File: src/rtl/uart_mem_bridge.sv
// Executes decoded UART packets against instruction/data memory; read data
// is returned to the byte transmitter MSB-first, writes optionally acknowledged.
module uart_mem_bridge #(
  parameter int         ADDR_BITS      = 9,
  parameter int         MEM_RD_LATENCY = 1,
  parameter bit         WRITE_ACK      = 1'b1,
  parameter logic [7:0] ACK_BYTE       = 8'hA5
) (
  input  logic                 clk,
  input  logic                 reset,
  input  logic                 rx_done,
  input  logic [31:0]          rx_data,
  input  logic [ADDR_BITS-1:0] rx_addr,
  input  logic                 rx_mem_type,
  input  logic                 rx_rw_flag,
  output logic                 mem_sel,
  output logic [ADDR_BITS-1:0] mem_addr,
  output logic [31:0]          mem_wdata,
  output logic                 mem_we,
  output logic                 mem_re,
  input  logic [31:0]          mem_rdata,
  output logic [7:0]           tx_data,
  output logic                 tx_start,
  input  logic                 tx_busy,
  output logic                 busy,
  output logic                 cmd_drop
);

  // state     | meaning
  // IDLE      | waiting for a packet
  // WRITE     | mem_we strobe cycle
  // READ_REQ  | mem_re strobe cycle, arm latency counter
  // READ_WAIT | count down read latency, capture mem_rdata at terminal count
  // SEND      | wait for transmitter idle, issue tx_start
  // TX_GAP    | let the transmitter raise tx_busy
  // TX_WAIT   | wait for byte done, shift to next byte or finish
  typedef enum logic [2:0] {
    IDLE, WRITE, READ_REQ, READ_WAIT, SEND, TX_GAP, TX_WAIT
  } state_t;

  localparam logic [2:0] RD_LAT = 3'(MEM_RD_LATENCY);

  state_t      state;
  logic [31:0] shift_q;
  logic [2:0]  byte_cnt;
  logic [2:0]  byte_tgt;
  logic [2:0]  wait_cnt;

  always_ff @(posedge clk) begin
    if (reset) begin
      state     <= IDLE;
      shift_q   <= '0;
      byte_cnt  <= '0;
      byte_tgt  <= '0;
      wait_cnt  <= '0;
      mem_sel   <= 1'b0;
      mem_addr  <= '0;
      mem_wdata <= '0;
      mem_we    <= 1'b0;
      mem_re    <= 1'b0;
      tx_data   <= '0;
      tx_start  <= 1'b0;
      busy      <= 1'b0;
      cmd_drop  <= 1'b0;
    end else begin
      mem_we   <= 1'b0;
      mem_re   <= 1'b0;
      tx_start <= 1'b0;
      // Packets arriving mid-operation (including the exit cycle) are discarded
      cmd_drop <= rx_done && (state != IDLE);
      case (state)
        IDLE: begin
          if (rx_done) begin
            mem_sel   <= rx_mem_type;
            mem_addr  <= rx_addr;
            mem_wdata <= rx_data;
            byte_cnt  <= '0;
            busy      <= 1'b1;
            if (rx_rw_flag) begin
              mem_we <= 1'b1;
              state  <= WRITE;
            end else begin
              mem_re <= 1'b1;
              state  <= READ_REQ;
            end
          end
        end
        WRITE: begin
          if (WRITE_ACK) begin
            shift_q  <= {ACK_BYTE, 24'h000000};
            byte_tgt <= 3'd1;
            state    <= SEND;
          end else begin
            busy  <= 1'b0;
            state <= IDLE;
          end
        end
        READ_REQ: begin
          wait_cnt <= RD_LAT;
          state    <= READ_WAIT;
        end
        READ_WAIT: begin
          if (wait_cnt == 3'd1) begin
            wait_cnt <= '0;
            shift_q  <= mem_rdata;
            byte_tgt <= 3'd4;
            state    <= SEND;
          end else begin
            wait_cnt <= wait_cnt - 3'd1;
          end
        end
        SEND: begin
          if (!tx_busy) begin
            tx_data  <= shift_q[31:24];
            tx_start <= 1'b1;
            state    <= TX_GAP;
          end
        end
        TX_GAP: state <= TX_WAIT;
        TX_WAIT: begin
          if (!tx_busy) begin
            shift_q  <= {shift_q[23:0], 8'h00};
            byte_cnt <= byte_cnt + 3'd1;
            if (byte_cnt + 3'd1 == byte_tgt) begin
              busy  <= 1'b0;
              state <= IDLE;
            end else begin
              state <= SEND;
            end
          end
        end
        default: begin
          busy  <= 1'b0;
          state <= IDLE;
        end
      endcase
    end
  end

endmodule
File: config.mk
export PLATFORM = sky130hd
export DESIGN_NAME = uart_mem_bridge
export DESIGN_NICKNAME = d
export VERILOG_FILES = /design/src/rtl/uart_mem_bridge.sv
export SDC_FILE = /design/constraint.sdc
export NUM_CORES = 1
export LEC_CHECK = 0
export CORE_MARGIN = 10
export CORE_UTILIZATION = 41
export DETAILED_ROUTE_END_ITERATION = 10
export HOLD_SLACK_MARGIN = 0.08
export PLACE_DENSITY = 0.87
export SLEW_MARGIN = 15
export SYNTH_ARGS = -nofsm -noshare
export SYNTH_HDL_FRONTEND = slang
export SYNTH_SLANG_ARGS = --single-unit
File: constraint.sdc
create_clock -name clk -period 1.6 [get_ports clk]
set_clock_uncertainty 0.05 [all_clocks]
set_input_delay 0.16 -clock clk [delete_from_list [all_inputs] [get_ports clk]]
set_output_delay 0.16 -clock clk [all_outputs]
set_load 0.1 [all_outputs]
==> results.yml, run 1 <==
clock_tree:
  cts.sinks: 98
  cts_made_buffers: 9
  cts_root_buffer: "clkbuf_8"
  clk_latency_ns: 0.35
  clockBufferDepth: 2
  cts_tree: "done"
  cts.clk_slew.worst_paths_ns: 0.09
  htreeDepth: 3
  cts_hold_buffers: 0
sta:
  fin_crit_ns: 1.553
  hold_viol: 0
  tightest_slew_ns: 0.8006
  slew_viol_final: 0
  max_slew_margin_pct: 46.57
  setup_violations: 0
  fmax_mhz: 643.8
  setup_ws_ns: 0.04673
  post-route-period-util_pct: 97.08
route:
  drc: 0
  vias_per_cell: 5.241
  wl_um: 12050
  route.met2.wl_um: 6566
  wl_per_cell_um: 16.69
  vias: 3784
  wl_met1_um: 4625
  drt-initial-drc-count: 261
  first_pass_iters: 4
  wl_met3_um: 575
  drtAntennaViolNets: 0
  maxUsedRoutingLayer: "met4"
layout:
  diodes: 0
  postLayoutCoreUtil_pct: 67.60
  n_fill_cell: 689
  area_growth_pct: 62.80
  nNetsFinal: 667
  drive_gt1_share_pct: 22.75
critical_path:
  r2r-start: "wait_cnt[1]"
  start_kind: "flop"
  cp.arrival_ns: 1.74
  crit_start: "wait_cnt[1]"
  worstPathMaxFanout: 8
  cp_cell_sequence: "inv_2 -> ha_4 -> nand2b_4 -> a21oi_4 -> buf_6 -> nor3_4 -> a22o_1"
  cp.required_ns: 1.79
  cp-end-kind: "flop"
  crit_buf_inv: 2
  cp_slowest_cell: "dfxtp_2"
  critPathTopFamily: "compound AO/OA/AOI/OAI gates"
  cpPeakStageDelay_ns: 0.33
  path_class: "flop to flop"
logic_synthesis:
  yosysWarningCount: 0
  synth_top_area_share_pct: 49.02
  syn_area_per_cell_um2: 8.934
  netlist_top_cells_area: "dfxtp_1 (49%), nand2_1 (9.8%), a21oi_1 (7.5%), a22o_1 (6.1%), nor4b_1 (4.6%)"
  synth_xor_area_share_pct: 0.6565
  syn-cell-area_um2: 4003
  synth_top_family_by_area: "compound AO/OA/AOI/OAI gates"
  synthSimpleGateAreaFrac_pct: 21.13
  synth_edf_count: 0
  synthCells: 448
  synth_most_common_cell: "nand2_1"
  ys_types: 39
  ys_top_cells_by_count: "nand2_1 (105), dfxtp_1 (98), a21oi_1 (60)"
  ys.flop_type: "dfxtp_1"
  synth_area_leader_cell: "dfxtp_1"
  synth-compound-area-share_pct: 22.73
  synth_nets: 530
  synthMuxAreaShare_pct: 0.2501
  synth_fa_ha_area_share_pct: 0.9378
  synthArstFlopShare_pct: 0
  ys_seq_area_share_pct: 49.02
  yosys_register_bits: 98
placed_design:
  numPortBuffers: 133
  gp_congestion: 0.8048
  pre_cts_ws_ns: -0.1926
  dp_hpwl_um: 8771
floorplan:
  die_h_um: 118.8
  chipWidth_um: 118.8
  row_count: 36
  core_area_um2: 9639
  io_pins: 134
  start_util_pct: 41.52
  die_area_um2: 14110
job:
  maxCapViolCount: 0
pwr:
  p_clk_share_pct: 22.5
  p_sw_mw: 2.494
  sw_frac_of_total_pct: 36.26
  totalPowerFinal_mw: 6.880
  cellInternalPower_mw: 4.385
  power_frac_seq_pct: 40.2
  pwr-share-comb_pct: 37.3
  leakage_nw: 2.388
  ir_drop_mv: 0.5856
  power.density_nw_per_um2: 1056
min_path:
  hold_class: "input pin to flop"
  min_from: "reset"
grt:
  grtUsageTotal_pct: 15.48
  grt_overflow_total: 0
  grt_max_degree: 93
  antenna_found_initial: 0
  grt_pass1_vias: 3729
  grt_pass1_wl_um: 18280
outcome:
  status: "complete, no violations"
## per-stage QoR
stage / setup TNS [ns] / instances / hold slack [ns] / area [um^2]
floorplan: 0 / 448 / 0.1893 / 4003
global placement: -4.026 / 703 / 0.3923 / 6127
detailed placement: -6.569 / 703 / 0.3951 / 6127
CTS: -0.01748 / 718 / 0.2788 / 6332
global route: -0.1122 / 722 / 0.2838 / 6516
finish: 0 / 722 / 0.2914 / 6516
## worst paths after layout
check                                   end  slack [ns]  cells past startpoint
worst max-delay path             shift_q[4]        0.05                      7
worst min-delay path            byte_cnt[1]        0.29                      3
worst max register to register   shift_q[4]        0.05                      7
worst min register to register   tx_data[1]        0.41                      2
## state kept, by name, summed over array words and instances (netlist names)
| signal | cells |
|---|---|
| mem_wdata | 32 |
| shift_q | 32 |
| mem_addr | 9 |
| tx_data | 8 |
| byte_cnt | 3 |
| state | 3 |
| wait_cnt | 3 |
| byte_tgt | 2 |
| busy | 1 |
| cmd_drop | 1 |
| mem_re | 1 |
| mem_sel | 1 |
| mem_we | 1 |
| tx_start | 1 |
## power groups by stage
stage / Clock (mW) / Combinational, mW / Sequential, mW
floorplan: 0 / 0.650 / 3.59
global placement: 0 / 2.41 / 2.80
detailed placement: 0 / 2.45 / 2.81
CTS: 1.59 / 2.46 / 2.76
global route: 1.66 / 2.69 / 2.79
finish: 1.55 / 2.57 / 2.76
## metal layers
| layer | up-vias | global-route usage (%) |
|---|---|---|
| met5 | - | 0 |
| met4 | 0 | 6.489 |
| met3 | 16 | 4.141 |
| met2 | 104 | 28.58 |
| met1 | 1814 | 16.16 |
| li1 | 1850 | - |
## worst reg2reg max path, stage by stage (launching register included)
cell	delay [ns]
dfxtp_2	0.33
inv_2	0.07
ha_4	0.16
nand2b_4	0.07
a21oi_4	0.30
buf_6	0.16
nor3_4	0.05
a22o_1	0.26
## area by class of cell
type                    count  area, um^2  share of cell area (%)
multi-input cells         305        1957                   30.03
inverters                   8       30.03                  0.4608
repair buffers            163        2210                   33.91
clock buffers              12       145.1                   2.227
flip-flops and latches     98        1968                   30.20
well taps                 133       166.4                   2.554
clock inverters             3       40.04                  0.6144
## cell families after synthesis
kind of cell,after synthesis
buf+inv,45
mux,1
fa+ha+maj,3
xor+xnor,3
flops,98
simple gates,168
compound gates,130
## cells in the final DEF, fill, tap and decap left out, types with 2 or more instances in the layout
cell type / synthesis / layout
a21oi_1: 60 / 60
a21oi_4: 0 / 2
a221oi_2: 4 / 4
a22o_1: 28 / 28
a22oi_1: 5 / 5
a31o_1: 20 / 20
buf_12: 0 / 59
buf_4: 5 / 17
buf_6: 1 / 8
clkbuf_1: 16 / 2
clkbuf_8: 0 / 10
clkdlybuf4s50_1: 0 / 77
clkinv_2: 0 / 2
dfxtp_1: 98 / 93
dfxtp_2: 0 / 5
ha_1: 3 / 2
inv_1: 8 / 7
nand2_1: 105 / 104
nand2b_1: 6 / 5
nor2_1: 14 / 12
nor2_2: 0 / 2
nor2b_1: 6 / 3
nor2b_4: 0 / 2
nor3_1: 4 / 4
nor3_4: 1 / 2
nor3b_1: 3 / 3
nor4b_1: 21 / 14
nor4b_2: 0 / 7
o21ai_0: 4 / 4
xnor2_1: 3 / 3
## what timing repair did
action / in CTS / in global routing
pin swaps: 2 / 5
buffers inserted: 0 / 4
gates resized for setup: 4 / 35
gates cloned: 0 / 2
setup endpoints to repair: 38 / 80
No activity file was read; power rests on OpenSTA's default activity.
==> run 2, diff against run 1 <==
--- a/config.mk
+++ b/config.mk
@@ -7,8 +7,8 @@
 export LEC_CHECK = 0
 export CORE_MARGIN = 10
-export CORE_UTILIZATION = 41
+export CORE_UTILIZATION = 40
 export DETAILED_ROUTE_END_ITERATION = 10
 export HOLD_SLACK_MARGIN = 0.08
-export PLACE_DENSITY = 0.87
+export PLACE_DENSITY = 0.85
 export SLEW_MARGIN = 15
 export SYNTH_ARGS = -nofsm -noshare
--- a/constraint.sdc
+++ b/constraint.sdc
@@ -3,3 +3,3 @@
 set_input_delay 0.16 -clock clk [delete_from_list [all_inputs] [get_ports clk]]
 set_output_delay 0.16 -clock clk [all_outputs]
-set_load 0.1 [all_outputs]
+set_load 0.05 [all_outputs]
==> run 2 against run 1 <==
Net effect: count of clock-buffer cells in the layout down 3; highest routed layer unchanged; maximum frequency rose by 2.1%; largest power group unchanged; sequential cell count unchanged; non-clock buffer count is 5 higher; clock power grew 16%; register-to-register slack gained 0.03 ns; critical path depth shrank 2.
==> results.yml, run 2 (synthesized netlist as in run 1, its figures left out) <==
pwr:
  power.density_nw_per_um2: 1086
  p_sw_mw: 2.129
  pwr-share-comb_pct: 30.3
  cellInternalPower_mw: 4.323
  leakage_nw: 2.271
  sw_frac_of_total_pct: 33.00
  totalPowerFinal_mw: 6.452
  p_clk_share_pct: 27.9
  power_frac_seq_pct: 41.8
  ir_drop_mv: 0.5620
placed_design:
  dp_hpwl_um: 8428
  pre_cts_ws_ns: -0.2205
  gp_congestion: 0.8110
  numPortBuffers: 133
critical_path:
  cp.arrival_ns: 1.77
  critPathTopFamily: "simple AND/OR/NAND/NOR gates"
  ff2ff_path_depth: 5
  r2r-end: "shift_q[4]"
  cp_cell_sequence: "ha_4 -> nor2b_4 -> nand2_2 -> nor3_4 -> a22o_1"
  start_kind: "flop"
  cp-end-kind: "flop"
  cp.required_ns: 1.85
  r2r-start: "wait_cnt[0]"
  path_class: "flop to flop"
  cpPeakStageDelay_ns: 0.42
  regToRegSetupSlack_ns: 0.08
  crit_buf_inv: 0
  cp_slowest_cell: "dfxtp_1"
  worstPathMaxFanout: 8
clock_tree:
  cts_root_buffer: "clkbuf_8"
  htreeDepth: 3
  cts_hold_buffers: 0
  cts_tree: "done"
  cts.clk_slew.worst_paths_ns: 0.11
  cts_made_buffers: 9
  clockBufferDepth: 2
  clk_latency_ns: 0.36
  cts.sinks: 98
sta:
  setup_violations: 0
  post-route-period-util_pct: 95.09
  tightest_slew_ns: 0.8034
  slew_viol_final: 0
  setup_ws_ns: 0.07858
  max_slew_margin_pct: 46.38
  fin_crit_ns: 1.521
  hold_viol: 0
  fmax_mhz: 657.3
  fin_tns_setup_ns: 0
route:
  drc: 0
  vias: 3766
  wl_per_cell_um: 16.60
  wl_um: 12090
  vias_per_cell: 5.173
  drtAntennaViolNets: 0
  drt-initial-drc-count: 227
  first_pass_iters: 4
layout:
  layout_commonest_cell: "nand2_1"
  layout_common_cells: "nand2_1 (103), dfxtp_1 (95), clkdlybuf4s50_1 (77)"
  nNetsFinal: 672
  drive_gt1_share_pct: 24.03
  diodes: 0
  area_growth_pct: 48.39
  reg_top3: "mem_wdata (32), shift_q (32), mem_addr (9)"
floorplan:
  row_count: 36
  io_pins: 134
  chipWidth_um: 120.0
  die_h_um: 120.0
  start_util_pct: 40.95
  core_area_um2: 9774
  die_area_um2: 14410
min_path:
  hold_class: "input pin to flop"
  hold_depth: 3
  min_to: "mem_wdata[1]"
  min_from: "rx_data[1]"
grt:
  grt_pass1_wl_um: 18550
  antenna_found_initial: 0
  grt_overflow_total: 0
  grt_max_degree: 93
  grtUsageTotal_pct: 15.43
  grt_pass1_vias: 3769
outcome:
  status: "complete, no violations"
job:
  maxCapViolCount: 0
## run 2: cell count changes in the layout (fill, tap and decap cells not counted), moves of 2 or more
cell	change
clkbuf_16	+2
a21oi_2	+8
clkbuf_1	-2
nor4b_2	-6
a21oi_1	-8
buf_4	+58
dfxtp_1	+2
buf_6	-2
nor4b_1	+6
buf_12	-54
dfxtp_2	-2
## run 2: worst max-delay path by stage
stage / start / to / slack [ns] / depth (start not counted)
after floorplan: wait_cnt[1] / shift_q[22] / 0.09 / 7
after global placement: tx_busy / shift_q[0] / -0.14 / 6
after detailed placement: tx_busy / shift_q[20] / -0.22 / 6
after CTS: state[1] / mem_wdata[0] / -0.002 / 7
after global routing: state[1] / shift_q[19] / -0.0004 / 3
final: wait_cnt[0] / shift_q[4] / 0.08 / 5
## run 2: metal layers
metal | global-route usage, % | vias up | wire length (um)
met5 | 0 | - | 0
met4 | 4.751 | 0 | 133
met3 | 3.797 | 8 | 615
met2 | 28.61 | 90 | 6423
met1 | 16.85 | 1803 | 4915
li1 | - | 1865 | -
## run 2: power groups by stage
stage | logic (mW) | registers, mW | clock network [mW]
2_1_floorplan | 0.648 | 3.15 | 0
5_1_grt | 2.09 | 2.72 | 1.94
3_5_place_dp | 1.73 | 2.74 | 0
6_report | 1.95 | 2.70 | 1.80
4_1_cts | 1.83 | 2.69 | 1.83
3_3_place_gp | 1.69 | 2.73 | 0
## run 2: through the flow
step	hold slack [ns]	instance area [um^2]	std cells	util [%]
after global placement	0.3925	5444	702	55.70
after global routing	0.2746	5939	728	60.77
after floorplan	0.1893	4003	448	-
after CTS	0.2694	5783	721	59.17
final	0.2838	5939	728	60.77
after detailed placement	0.3934	5444	702	55.70
## run 2: worst reg2reg max path, stage by stage (launching register included)
cell and delay [ns]:
dfxtp_1 0.42, ha_4 0.19, nor2b_4 0.16, nand2_2 0.12
nor3_4 0.35, a22o_1 0.19
## run 2: what timing repair did
item | 4_1_cts | 5_1_grt
cloned | 1 | 5
setup endpoints to repair | 53 | 77
gates resized for setup | 17 | 19
pin swaps | 0 | 6
setup buffers | 2 | 3
## run 2: final cells by class
class / count / area (um^2)
clock buffer: 9 / 123.9
clock inverter: 7 / 101.3
timing repair buffer: 168 / 1607
sequential: 98 / 1966
multi-input combinational: 305 / 1946
inverter: 8 / 30.03
tap: 133 / 166.4
fill: 790 / 3835
